File: src/rtl/miriscv_rvfi_trace_streamer.sv
// Buffers RVFI retirement records in a small FIFO and streams each one out as a
// 4..7 beat packet of 32-bit words on a valid/ready trace port.
//
// state   | meaning
// IDLE    | FIFO empty, no beat presented
// HDR     | header beat of head record
// PC      | pc_rdata beat
// INSN    | instruction word beat
// NPC     | pc_wdata beat
// RD      | rd write data beat (only when rd != x0)
// MADDR   | memory address beat (only for memory ops)
// MDATA   | store data, else load data (only for memory ops)
module miriscv_rvfi_trace_streamer #(
  parameter int DEPTH        = 4,
  parameter int STALL_MARGIN = 2
) (
  input  logic        clk_i,
  input  logic        aresetn_i,
  input  logic        enable_i,
  input  logic        rvfi_valid_i,
  input  logic [63:0] rvfi_order_i,
  input  logic [31:0] rvfi_insn_i,
  input  logic        rvfi_trap_i,
  input  logic        rvfi_intr_i,
  input  logic [31:0] rvfi_pc_rdata_i,
  input  logic [31:0] rvfi_pc_wdata_i,
  input  logic [4:0]  rvfi_rd_addr_i,
  input  logic [31:0] rvfi_rd_wdata_i,
  input  logic [31:0] rvfi_mem_addr_i,
  input  logic [3:0]  rvfi_mem_rmask_i,
  input  logic [3:0]  rvfi_mem_wmask_i,
  input  logic [31:0] rvfi_mem_rdata_i,
  input  logic [31:0] rvfi_mem_wdata_i,
  output logic        trace_valid_o,
  input  logic        trace_ready_i,
  output logic [31:0] trace_data_o,
  output logic        trace_last_o,
  output logic        core_stall_o,
  output logic        overflow_o,
  output logic [15:0] drop_cnt_o
);

  localparam int AW = (DEPTH > 1) ? $clog2(DEPTH) : 1;
  localparam logic [AW:0] OCC_FULL  = (AW+1)'(DEPTH);
  localparam logic [AW:0] OCC_STALL = (AW+1)'(DEPTH - STALL_MARGIN);

  typedef enum logic [2:0] {
    S_IDLE, S_HDR, S_PC, S_INSN, S_NPC, S_RD, S_MADDR, S_MDATA
  } state_e;

  // Header is built at push time; has_rd / has_mem live in hdr[25] / hdr[24].
  typedef struct packed {
    logic [31:0] hdr;
    logic [31:0] pc;
    logic [31:0] insn;
    logic [31:0] npc;
    logic [31:0] rd_wdata;
    logic [31:0] maddr;
    logic [31:0] mdata;
  } entry_t;

  state_e        state_q, state_d;
  entry_t        mem_q [DEPTH];
  entry_t        entry_d;
  entry_t        head;
  logic [AW-1:0] wr_ptr_q, wr_ptr_d;
  logic [AW-1:0] rd_ptr_q, rd_ptr_d;
  logic [AW:0]   occ_q, occ_d;
  logic [15:0]   drop_cnt_q, drop_cnt_d;
  logic          overflow_q, overflow_d;
  logic          push_req, push_acc, drop, pop, fire, full;
  logic          has_rd_in, has_mem_in, head_has_rd, head_has_mem;
  logic          unused_order;

  assign unused_order = ^rvfi_order_i[63:11];

  assign head         = mem_q[rd_ptr_q];
  assign head_has_rd  = head.hdr[25];
  assign head_has_mem = head.hdr[24];

  always_comb begin
    has_rd_in      = |rvfi_rd_addr_i;
    has_mem_in     = |(rvfi_mem_rmask_i | rvfi_mem_wmask_i);
    entry_d.hdr    = {4'hA, rvfi_trap_i, rvfi_intr_i, has_rd_in, has_mem_in,
                      rvfi_rd_addr_i, rvfi_mem_rmask_i, rvfi_mem_wmask_i,
                      rvfi_order_i[10:0]};
    entry_d.pc       = rvfi_pc_rdata_i;
    entry_d.insn     = rvfi_insn_i;
    entry_d.npc      = rvfi_pc_wdata_i;
    entry_d.rd_wdata = rvfi_rd_wdata_i;
    entry_d.maddr    = rvfi_mem_addr_i;
    entry_d.mdata    = (|rvfi_mem_wmask_i) ? rvfi_mem_wdata_i : rvfi_mem_rdata_i;
  end

  // A full FIFO still accepts when the head packet finishes in the same cycle.
  always_comb begin
    push_req   = rvfi_valid_i & enable_i;
    full       = (occ_q == OCC_FULL);
    fire       = trace_valid_o & trace_ready_i;
    pop        = fire & trace_last_o;
    push_acc   = push_req & (~full | pop);
    drop       = push_req & ~push_acc;
    wr_ptr_d   = push_acc ? wr_ptr_q + AW'(1) : wr_ptr_q;
    rd_ptr_d   = pop ? rd_ptr_q + AW'(1) : rd_ptr_q;
    occ_d      = occ_q;
    case ({push_acc, pop})
      2'b10:   occ_d = occ_q + (AW+1)'(1);
      2'b01:   occ_d = occ_q - (AW+1)'(1);
      default: occ_d = occ_q;
    endcase
    drop_cnt_d = (drop && drop_cnt_q != 16'hFFFF) ? drop_cnt_q + 16'd1 : drop_cnt_q;
    overflow_d = overflow_q | drop;
  end

  always_ff @(posedge clk_i or negedge aresetn_i) begin
    if (!aresetn_i) begin
      wr_ptr_q   <= '0;
      rd_ptr_q   <= '0;
      occ_q      <= '0;
      drop_cnt_q <= '0;
      overflow_q <= 1'b0;
    end else begin
      wr_ptr_q   <= wr_ptr_d;
      rd_ptr_q   <= rd_ptr_d;
      occ_q      <= occ_d;
      drop_cnt_q <= drop_cnt_d;
      overflow_q <= overflow_d;
    end
  end

  always_ff @(posedge clk_i) begin
    if (push_acc) mem_q[wr_ptr_q] <= entry_d;
  end

  always_ff @(posedge clk_i or negedge aresetn_i) begin
    if (!aresetn_i) state_q <= S_IDLE;
    else            state_q <= state_d;
  end

  always_comb begin
    state_d = state_q;
    if (state_q == S_IDLE) begin
      if (occ_d != '0) state_d = S_HDR;
    end else if (fire) begin
      if (trace_last_o) begin
        state_d = (occ_d != '0) ? S_HDR : S_IDLE;
      end else begin
        case (state_q)
          S_HDR:   state_d = S_PC;
          S_PC:    state_d = S_INSN;
          S_INSN:  state_d = S_NPC;
          S_NPC:   state_d = head_has_rd ? S_RD : S_MADDR;
          S_RD:    state_d = S_MADDR;
          S_MADDR: state_d = S_MDATA;
          default: state_d = S_IDLE;
        endcase
      end
    end
  end

  always_comb begin
    trace_valid_o = (state_q != S_IDLE);
    trace_data_o  = '0;
    trace_last_o  = 1'b0;
    case (state_q)
      S_HDR:   trace_data_o = head.hdr;
      S_PC:    trace_data_o = head.pc;
      S_INSN:  trace_data_o = head.insn;
      S_NPC: begin
        trace_data_o = head.npc;
        trace_last_o = ~head_has_rd & ~head_has_mem;
      end
      S_RD: begin
        trace_data_o = head.rd_wdata;
        trace_last_o = ~head_has_mem;
      end
      S_MADDR: trace_data_o = head.maddr;
      S_MDATA: begin
        trace_data_o = head.mdata;
        trace_last_o = 1'b1;
      end
      default: ;
    endcase
  end

  assign core_stall_o = (occ_q >= OCC_STALL);
  assign overflow_o   = overflow_q;
  assign drop_cnt_o   = drop_cnt_q;

endmodule
File: config.mk
export PLATFORM = sky130hd
export DESIGN_NAME = miriscv_rvfi_trace_streamer
export DESIGN_NICKNAME = d
export VERILOG_FILES = /design/src/rtl/miriscv_rvfi_trace_streamer.sv
export SDC_FILE = /design/constraint.sdc
export NUM_CORES = 1
export LEC_CHECK = 0
export BUFFER_PORTS_ARGS = -buffer_cell sky130_fd_sc_hd__buf_2
export CAP_MARGIN = 20
export CORE_MARGIN = 1.5
export CORE_UTILIZATION = 40
export DETAILED_ROUTE_END_ITERATION = 16
export PLACE_DENSITY = 0.55
export SLEW_MARGIN = 5
export SYNTH_ARGS = -nofsm -noshare
export SYNTH_HDL_FRONTEND = slang
export SYNTH_SLANG_ARGS = --single-unit
File: constraint.sdc
create_clock -name clk_i -period 15.8 [get_ports clk_i]
set_clock_uncertainty 0.05 [all_clocks]
set_input_delay 0 -clock clk_i [delete_from_list [all_inputs] [get_ports clk_i]]
set_output_delay 0 -clock clk_i [all_outputs]
set_load 0.01 [all_outputs]
==> run_results.csv <==
group,metric,value,unit
outcome,status,"completed",
timing,setup_tns,0,ps
worst_setup_path,endpoint_kind,"primary output",
grt,overflow,0,
synthesis,syn_area,35300,µm²
worst_setup_path,crit_type,"register to primary output",
floorplan,die_y,300,µm
final_layout,nNetsFinal,2492,
final_layout,layout-drive-gt1-share,0.347,
synthesis,async_reset_ff_frac,0.0298,
timing,rsz0062_at_grt,"no",
floorplan,die_area,90100,µm²
synthesis,syn_area_per_cell,22.5,µm²
placement,place.gp.congestion,0.758,
grt,antenna_found_initial,11,
cts,h-tree-depth,3,
cts,clockBufferDepth,3,
placement,hpwl,48500,µm
synthesis,synth_cells,1573,
worst_setup_path,critPathLaunchType,"register",
final_layout,nFillCells,7161,
synthesis,yosys-top-cells-area,"edfxtp_1, mux4_2, mux2_2, dfrtp_1, nand2_1",
run,cap_violations,0,
synthesis,synthDistinctLibCells,53,
synthesis,synth_edf_count,880,
timing,setup_viol,0,
synthesis,synth_top_area_frac,0.748,
timing,timing.hold.ws,47.4,ps
synthesis,netlist.top_cell.by_area,"edfxtp_1",
route,vias_per_cell,5.26,
floorplan,ios,360,
route,dr.pass1.iters,5,
synthesis,seq_area_frac_synth,0.767,
worst_setup_path,crit_path_max_incr_delay,800,ps
final_layout,multi_input_area,7800,µm²
timing,hold_violations,0,
worst_setup_path,cp_num_buf_inv,4,
floorplan,dieWidth,300,µm
route,drtIter0Drc,1168,
cts,cts-root-buf,"clkbuf_16",
worst_setup_path,cp_common_cell,"buf_4",
floorplan,core_area,87200,µm²
power,power_density,167,nW/µm²
timing,final.min_clock_period,5360,ps
final_layout,regArea,27100,µm²
final_layout,syn_to_final_growth,24.0,%
grt,grt_max_degree,96,
synthesis,synth_most_common_cell,"edfxtp_1",
timing,timing.final.crit_share,0.339,
synthesis,synth_warnings,0,
synthesis,synth_nets,1887,
synthesis,synth_commonest_cells,"edfxtp_1, mux4_2, mux2_2",
worst_setup_path,critical_path.max_fanout,53,
grt,grt_pass1_vias,19200,
worst_setup_path,slowest_stage,"buf_4",
synthesis,ys.flop_type,"edfxtp_1",
worst_setup_path,cp_top_family,"buffers and inverters",
worst_setup_path,r2r_slack,10450,ps
floorplan,rows,108,
cts,clkTransAtPathRegs,60,ps
cts,post_cts_resized,0,
placement,dp_cells,2979,
route,num_vias,17900,
timing,slew_viol_final,0,
floorplan,initial_utilization,0.405,
cts,clock_sink_count,907,
route,antenna_left,0,
worst_setup_path,cp.arrival,5310,ps
worst_hold_path,hold_path_class,"input pin to register",
route,routed_wl,82700,µm
power,power.leakage,14.7,nW
grt,grt_pass1_wl,124000,µm
worst_setup_path,crit_chain,"buf_4, buf_4, buf_4, mux4_2, mux2_2, a221oi_1, nor2_1, buf_2",
cts,cts_tree,"yes",
route,drc_errors,0,
timing,maxSlewHeadroom,0.284,
timing,worst_pin_slew,1070,ps
grt,track_usage,0.186,
power,ir_drop,0.121,mV
cts,clk_latency,640,ps
placement,io_buffer_count,306,
final_layout,fin_util,0.503,
route,wl_per_cell,24.2,µm
cts,numCtsBuffers,95,
timing,max_freq,0.187,GHz
worst_setup_path,critPathRequiredTime,15750,ps
synthesis,ys_seq_elements,907,
final_layout,instances_no_fill,3412,
[logic make-up after synthesis]
kind of cell	count (synthesis)	synth area share
flops	907	0.767
mux	318	0.176
simple gates	134	0.0181
buf+inv	101	0.0130
compound gates	90	0.0195
xor+xnor	17	0.00421
fa+ha+maj	6	0.00234
[final timing paths]
kind	from	end	depth (start not counted)
max	rd_ptr_q[1]	trace_data_o[8]	8
min reg2reg	overflow_o	overflow_o	1
min in group asynchronous	aresetn_i	state_q[0]	4
min	rvfi_rd_wdata_i[21]	mem_q[1][85]	2
max in group asynchronous	aresetn_i	rd_ptr_q[1]	4
max reg2reg	state_q[1]	mem_q[0][191]	7
[through the flow]
stage                     power [mW]  setup slack, ps  instance area, µm²
after floorplan                 4.52             8430               35300
after CTS                       7.45            10330               43800
after global routing            7.67            10150               43800
after detailed placement        5.21            10360               38200
after global placement          5.19            10410               38200
final                           7.33            10440               43800
[sequential cells by signal, summed over array words and instances, names as in the netlist]
| signal | count |
|---|---|
| overflow_o | 1 |
| state_q | 3 |
| rd_ptr_q | 2 |
| wr_ptr_q | 2 |
| mem_q | 880 |
| drop_cnt_o | 16 |
| occ_q | 3 |
[repair_timing]
item / in CTS / in global routing
hold endpoints to repair: 921 / 0
hold buffers: 257 / 0
buffers inserted: 0 / 0
[final cells by class]
cell class,count,share of cell area
sequential,907,0.619
multi-input combinational,565,0.178
timing repair buffer,593,0.0993
clock buffer,116,0.0570
tap,1155,0.0330
clock inverter,54,0.0121
inverter,16,0.00140
antenna,6,0.000343
[layout by cell type (no fill, tap or decap), types with 4 or more instances in the layout]
cell type      count
mux2i_1           19
nor2_1            29
buf_4             29
dfrtp_4            4
bufinv_16         10
diode_2            6
clkinv_1          27
clkbuf_16         97
a21oi_1           14
ha_1               5
xnor2_1           11
mux2_2            62
mux4_2           236
and2_4             4
buf_2            306
xor2_1             6
nand2_1           60
nor3_1             5
clkbuf_1          19
nor2b_1            4
dlygate4sd3_1    256
nand3_1            8
inv_1             15
o221ai_1           8
a22oi_1           17
clkinv_2          10
dfrtp_1           22
o21ai_0           12
edfxtp_1         880
a221oi_1          16
[where the power goes]
group,internal (mW),switching [mW],total [mW]
registers,2.92,0.130,3.05
logic,0.957,1.15,2.10
clock network,1.28,0.892,2.17
[per-layer routing]
metal,part of all wire,track usage,vias up
met5,0.00080,0,-
met4,0.020,0.0503,10
met3,0.058,0.0377,102
met2,0.49,0.307,489
met1,0.43,0.253,9482
li1,-,-,7860
[worst register-to-register path, stage by stage, from the launching register on]
cell and delay [ps]:
dfrtp_4 900, nor2_1 220, a221oi_4 440, nand3_4 170, a21oi_1 510, and2_4 810
buf_4 950, buf_4 850
No activity file was read; power rests on OpenSTA's default activity.
